File: src/rtl/i2s_pkg.sv
// i2s_pkg: shared frame geometry for the I2S master-mode blocks.
// Positions below describe the default slot; users rebase them to their SLOT_W.
package i2s_pkg;

  localparam int WORD_W_DEF = 24;
  localparam int SLOT_W_DEF = 32;

  localparam int L_MSB_POS  = 0;
  localparam int R_MSB_POS  = SLOT_W_DEF;
  localparam int LR_SWITCH  = SLOT_W_DEF - 1;
  localparam int FRAME_LEN  = 2 * SLOT_W_DEF;

  function automatic int frame_bit_cnt_w(input int slot_w);
    return $clog2(2 * slot_w);
  endfunction

endpackage

File: src/rtl/i2s_clkgen.sv
// i2s_clkgen: BCK/LRCK generation and frame-position strobes for an I2S master.
// Reusable by a slave-mode receiver; all state idles while enable is low.
module i2s_clkgen
  import i2s_pkg::*;
#(
  parameter int SLOT_W  = SLOT_W_DEF,
  parameter int BCK_DIV = 4,
  localparam int CW     = frame_bit_cnt_w(SLOT_W)
) (
  input  logic          clk,
  input  logic          rst,
  input  logic          enable,
  output logic          bck,
  output logic          lrck,
  output logic          fall,
  output logic          frame_start,
  output logic [CW-1:0] bit_nxt
);

  localparam int DW    = (BCK_DIV > 1) ? $clog2(BCK_DIV) : 1;
  localparam int SHIFT = SLOT_W - SLOT_W_DEF;
  localparam int FL    = FRAME_LEN + 2 * SHIFT;
  localparam int LR_SW = LR_SWITCH + SHIFT;

  logic [DW-1:0] div_q, div_d;
  logic [CW-1:0] bit_q, bit_d;
  logic          bck_q, bck_d;
  logic          lrck_q, lrck_d;
  logic          wrap;
  logic          last;

  always_comb begin
    wrap        = (div_q == DW'(BCK_DIV - 1));
    last        = (bit_q == CW'(FL - 1));
    fall        = enable && wrap && bck_q;
    frame_start = fall && last;
    bit_nxt     = last ? '0 : bit_q + CW'(1);
    div_d       = wrap ? '0 : div_q + DW'(1);
    bck_d       = wrap ? ~bck_q : bck_q;
    bit_d       = fall ? bit_nxt : bit_q;
    lrck_d      = lrck_q;
    if (fall) begin
      lrck_d = (int'(bit_nxt) >= LR_SW) && (int'(bit_nxt) <= FL - 2);
    end
    if (!enable) begin
      div_d  = '0;
      bck_d  = 1'b0;
      bit_d  = CW'(FL - 1);
      lrck_d = 1'b0;
    end
  end

  always_ff @(posedge clk) begin
    if (!rst) begin
      div_q  <= '0;
      bck_q  <= 1'b0;
      bit_q  <= CW'(FL - 1);
      lrck_q <= 1'b0;
    end else begin
      div_q  <= div_d;
      bck_q  <= bck_d;
      bit_q  <= bit_d;
      lrck_q <= lrck_d;
    end
  end

  assign bck  = bck_q;
  assign lrck = lrck_q;

endmodule

File: src/rtl/i2s_xmit.sv
// i2s_xmit: master-mode I2S transmitter with a one-pair holding register.
// Define I2S_XMIT_REPEAT_EN to retransmit the last pair on underrun.
module i2s_xmit
  import i2s_pkg::*;
#(
  parameter int WORD_W  = WORD_W_DEF,
  parameter int SLOT_W  = SLOT_W_DEF,
  parameter int BCK_DIV = 4
) (
  input  logic              clk,
  input  logic              rst,
  input  logic              enable,
  input  logic [WORD_W-1:0] s_ldata,
  input  logic [WORD_W-1:0] s_rdata,
  input  logic              s_valid,
  output logic              s_ready,
  output logic              bck,
  output logic              lrck,
  output logic              sdata,
  output logic              underrun
);

  localparam int CW    = frame_bit_cnt_w(SLOT_W);
  localparam int R_POS = R_MSB_POS + (SLOT_W - SLOT_W_DEF);

  logic          fall;
  logic          frame_start;
  logic [CW-1:0] bit_nxt;

  logic [WORD_W-1:0] hold_l_q, hold_l_d, hold_r_q, hold_r_d;
  logic [WORD_W-1:0] frame_l_q, frame_l_d, frame_r_q, frame_r_d;
  logic              hold_full_q, hold_full_d;
  logic              s_ready_q, s_ready_d;
  logic              sdata_q, sdata_d;
  logic              underrun_q, underrun_d;
  logic [WORD_W-1:0] sh_l, sh_r;
  logic              hs;
  int                pos;

  i2s_clkgen #(
    .SLOT_W  (SLOT_W),
    .BCK_DIV (BCK_DIV)
  ) u_clkgen (
    .clk         (clk),
    .rst         (rst),
    .enable      (enable),
    .bck         (bck),
    .lrck        (lrck),
    .fall        (fall),
    .frame_start (frame_start),
    .bit_nxt     (bit_nxt)
  );

  always_comb begin
    hs          = s_valid && s_ready_q;
    hold_full_d = hold_full_q;
    hold_l_d    = hold_l_q;
    hold_r_d    = hold_r_q;
    frame_l_d   = frame_l_q;
    frame_r_d   = frame_r_q;
    underrun_d  = 1'b0;
    if (frame_start) begin
      if (hold_full_q) begin
        frame_l_d   = hold_l_q;
        frame_r_d   = hold_r_q;
        hold_full_d = 1'b0;
      end else begin
        underrun_d = 1'b1;
`ifndef I2S_XMIT_REPEAT_EN
        frame_l_d  = '0;
        frame_r_d  = '0;
`endif
      end
    end
    // a pair offered on an empty-hold load still fills the hold
    if (hs) begin
      hold_l_d    = s_ldata;
      hold_r_d    = s_rdata;
      hold_full_d = 1'b1;
    end
    s_ready_d = !hold_full_d;

    pos     = int'(bit_nxt);
    sh_l    = '0;
    sh_r    = '0;
    sdata_d = sdata_q;
    if (fall) begin
      sdata_d = 1'b0;
      if (pos < L_MSB_POS + WORD_W) begin
        sh_l    = frame_l_d << (pos - L_MSB_POS);
        sdata_d = sh_l[WORD_W-1];
      end else if (pos >= R_POS && pos < R_POS + WORD_W) begin
        sh_r    = frame_r_d << (pos - R_POS);
        sdata_d = sh_r[WORD_W-1];
      end
    end
    if (!enable) begin
      sdata_d = 1'b0;
    end
  end

  always_ff @(posedge clk) begin
    if (!rst) begin
      hold_l_q    <= '0;
      hold_r_q    <= '0;
      frame_l_q   <= '0;
      frame_r_q   <= '0;
      hold_full_q <= 1'b0;
      s_ready_q   <= 1'b0;
      sdata_q     <= 1'b0;
      underrun_q  <= 1'b0;
    end else begin
      hold_l_q    <= hold_l_d;
      hold_r_q    <= hold_r_d;
      frame_l_q   <= frame_l_d;
      frame_r_q   <= frame_r_d;
      hold_full_q <= hold_full_d;
      s_ready_q   <= s_ready_d;
      sdata_q     <= sdata_d;
      underrun_q  <= underrun_d;
    end
  end

  assign s_ready  = s_ready_q;
  assign sdata    = sdata_q;
  assign underrun = underrun_q;

endmodule
File: config.mk
export PLATFORM = sky130hd
export DESIGN_NAME = i2s_xmit
export DESIGN_NICKNAME = d
export VERILOG_FILES = /design/src/rtl/i2s_pkg.sv /design/src/rtl/i2s_clkgen.sv /design/src/rtl/i2s_xmit.sv
export SDC_FILE = /design/constraint.sdc
export NUM_CORES = 1
export LEC_CHECK = 0
export BUFFER_PORTS_ARGS = -buffer_cell sky130_fd_sc_hd__buf_2
export CORE_UTILIZATION = 35
export CTS_CLUSTER_DIAMETER = 40
export DETAILED_ROUTE_END_ITERATION = 10
export MAX_ROUTING_LAYER = met4
export PLACE_DENSITY = 0.6
export REMOVE_ABC_BUFFERS = 1
export SLEW_MARGIN = 5
export SYNTH_ARGS = -nofsm -noshare
export SYNTH_HDL_FRONTEND = slang
export SYNTH_SLANG_ARGS = --single-unit
File: constraint.sdc
create_clock -name clk -period 2.6 [get_ports clk]
set_input_delay 0.26 -clock clk [delete_from_list [all_inputs] [get_ports clk]]
set_output_delay 0.26 -clock clk [all_outputs]
set_load 0.02 [all_outputs]
==> flow_summary.toml <==
[outcome]
run_status = "completed"

[grt]
grt_pass1_vias = 4144
grt_start_max_net_pins = 79
grt_util_overall_pct = 18.7
grt_pass1_wl_mm = 21.2
grt_overflow_total = 0
grt_antenna_before_repair = 0

[synthesis]
synthCells = 605
synth_flop_cell = "sky130_fd_sc_hd__dfxtp_1"
ys_ff_latch = 110
synthDistinctLibCells = 65
post-synth-top-area-fraction_pct = 42.8
synth-warning-count = 0
syn_avg_cell_area_um2 = 8.50
synth_top_cells_by_count = "162 x sky130_fd_sc_hd__nand2_1, 110 x sky130_fd_sc_hd__dfxtp_1, 87 x sky130_fd_sc_hd__a21boi_0"
biggest_area_contributors_in_the_synthesized_netlist = "sky130_fd_sc_hd__dfxtp_1 43%, sky130_fd_sc_hd__a21boi_0 13%, sky130_fd_sc_hd__nand2_1 12%"
netlist.top_cell.by_area = "sky130_fd_sc_hd__dfxtp_1"
synth.cell_area_um2 = 5140
async_reset_ff_share_pct = 0
synth-edff-count = 0
seq_area_frac_synth_pct = 42.8
yosysMostFrequentCell = "sky130_fd_sc_hd__nand2_1"

[route]
drc_errors = 0
vias = 4347
routed_wire_length_per_instance_um = 15.3
drt-pass1-iter-count = 4
vias_per_cell = 5.13
antenna_left = 0
drtIter0Drc = 173
wirelength_mm = 13.0

[cts]
ctsHtreeMaxLevel = 3
cts_buffer_depth = 2
cts.root.buffer_cell = "sky130_fd_sc_hd__clkbuf_16"
cts_tree = "yes"
clkLatencyLatePin_ns = 0.35
clkSlewWorstSetupHoldPaths_ns = 0.07
clock-sinks = 110
cts_inserted_buffers = 9
cts_hold_buf = 0

[power]
pwr_dens_nw_per_um2 = 535
peakVddDrop_uv = 433
leakagePower_nw = 2.21

[sta]
clock_skew_ns = 0.00870
slew_viol_final = 0
transition_time_at_the_pin_with_the_least_slew_margin_ns = 0.609
number_of_failing_hold_endpoints_at_the_final_stage = 0
fmax_ghz = 0.404
period_minus_slack_ns = 2.47
timing.final.crit_share_pct = 95.1
rsz0062_at_grt = "false"
timing.hold.ws_ns = 0.150
fin_setup_tns_ns = 0
relSlewSlack_pct = 59.4
final_critical_path_setup_slack_ns = 0.127
final_setup_violation_count = 0

[placement]
dp_slack_ns = 0.0314
hpwlAfterDp_mm = 9.14
portBuffers = 56
routabilityCongestion = 0.849

[setup_path]
critPathTopFamily = "multiplexers"
worstPathBufferInverterCount = 2
timing.critical_path.mode_cell = "sky130_fd_sc_hd__inv_1"
critical_path.cell_chain = "inv_1 > ha_1 > inv_1 > mux4_2 > o22ai_2 > o41ai_2 > a22o_1"
cp-start-kind = "register"
crit-reg2reg-capture = "sdata"
worstReg2RegStart = "u_clkgen.bit_q[0]"
arrival_ns = 2.72
r2r_slack_ns = 0.13
cpMaxStageDelayCell = "sky130_fd_sc_hd__mux4_2"
crit_path_max_fanout = 9
crit_required_ns = 2.85
crit_path_end_kind = "register"
setup.worst_path.class = "reg2reg"
critical-path-max-stage-delay_ns = 0.59
worstRegToRegCells = 7

[min_path]
whs_endpoint = "hold_r_q[13]"
hold_path_depth = 3
worstHoldStart = "s_rdata[13]"
hold_path_class = "in2reg"

[final_layout]
antenna-diode-count = 0
area_growth_syn_to_layout_pct = 18.1
share_of_cells_above_drive_strength_1_pct = 21.0
fin_nets = 721
num-fill-cells = 1478
final_core_utilization_pct = 43.1

[floorplan]
die_width_um = 123
floorplan.core_area_um2 = 14100
chipHeight_um = 123
start_util_pct = 36.5
number_of_placement_rows = 43
floorplan.die_area_um2 = 15200
io_pins = 57

[job]
timing.max_cap.violations = 0
final cells by class:
cell class / count / area, um2 / area share (%)
Clock inverter: 4 / 51.3 / 0.845
Sequential cell: 110 / 2200 / 36.3
Inverter: 3 / 11.3 / 0.185
Tap cell: 180 / 225 / 3.71
Multi-Input combinational cell: 440 / 2680 / 44.2
Timing Repair Buffer: 102 / 676 / 11.1
Clock buffer: 9 / 225 / 3.71
registers in the layout, indices dropped and copies added (netlist names):
signal and flops:
u_clkgen.div_q 2, hold_r_q 24, u_clkgen.bck 1, frame_r_q 24, sdata 1, hold_full_q 1
u_clkgen.bit_q 6, u_clkgen.lrck 1, underrun 1, hold_l_q 24, s_ready 1, frame_l_q 24
layout by cell type, fill, tap and decap left out, types with 7 or more instances in the layout:
cell | Yosys | final
sky130_fd_sc_hd__a21boi_0 | 87 | 87
sky130_fd_sc_hd__a21oi_1 | 12 | 12
sky130_fd_sc_hd__and2_1 | 8 | 7
sky130_fd_sc_hd__buf_2 | 7 | 56
sky130_fd_sc_hd__buf_4 | 1 | 42
sky130_fd_sc_hd__clkbuf_16 | 0 | 9
sky130_fd_sc_hd__dfxtp_1 | 110 | 110
sky130_fd_sc_hd__nand2_1 | 162 | 162
sky130_fd_sc_hd__nand3_1 | 41 | 41
sky130_fd_sc_hd__nor2_1 | 9 | 9
sky130_fd_sc_hd__o21ai_0 | 11 | 11
sky130_fd_sc_hd__o31ai_1 | 10 | 10
cells by family after synthesis:
family	count (synthesis)	share of synthesized area, %
XOR/XNOR	7	1.34
adder cells (fa/ha/maj)	3	0.730
AND/OR/NAND/NOR	264	23.9
multiplexers	5	1.56
AO/OA/AOI/OAI	161	23.8
flip-flops	110	42.8
buffers and inverters	55	5.86
worst max path at each step:
stage                           start  endpoint  slack, ns  cells past startpoint
finish              u_clkgen.bit_q[0]     sdata       0.13                      7
global placement    u_clkgen.bit_q[0]     sdata       0.02                      8
CTS                 u_clkgen.bit_q[0]     sdata      0.003                      8
detailed placement  u_clkgen.bit_q[0]     sdata       0.03                      8
floorplan           u_clkgen.bit_q[0]     sdata      -0.58                      8
global route        u_clkgen.div_q[0]     sdata       0.01                      8
per-layer routing:
layer	global-route usage [%]	wire length (um)	vias to the layer above	share of wire [%]
met2	29.2	5940	75	46
met5	-	0	-	0
li1	-	-	2238	-
met4	4.52	141	0	1.1
met3	4.52	529	10	4.1
met1	24.4	6370	2024	49
power by group:
part	leakage [nW]	switching [mW]	internal (mW)
clock	0.133	0.590	0.730
combinational	1.19	0.102	0.0807
sequential	0.891	0.0254	1.72
total	2.21	0.717	2.53
worst register-to-register path, stage by stage (launching register included):
cell,delay (ns)
sky130_fd_sc_hd__dfxtp_1,0.35
sky130_fd_sc_hd__inv_1,0.13
sky130_fd_sc_hd__ha_1,0.50
sky130_fd_sc_hd__inv_1,0.37
sky130_fd_sc_hd__mux4_2,0.59
sky130_fd_sc_hd__o22ai_2,0.19
sky130_fd_sc_hd__o41ai_2,0.08
sky130_fd_sc_hd__a22o_1,0.17
timing repair:
| item | in CTS | in global routing |
|---|---|---|
| resized for setup | 0 | 11 |
| setup buffers | 0 | 10 |
| endpoints found under the setup margin | 0 | 1 |
per-stage QoR:
step	std cells	power, mW	cell area (um2)
2_1_floorplan	553	1.87	4850
3_3_place_gp	825	1.97	5670
3_5_place_dp	825	1.97	5670
4_1_cts	838	3.30	5940
5_1_grt	848	3.38	6070
6_report	848	3.25	6070
Power figures use the tool's default switching activity.
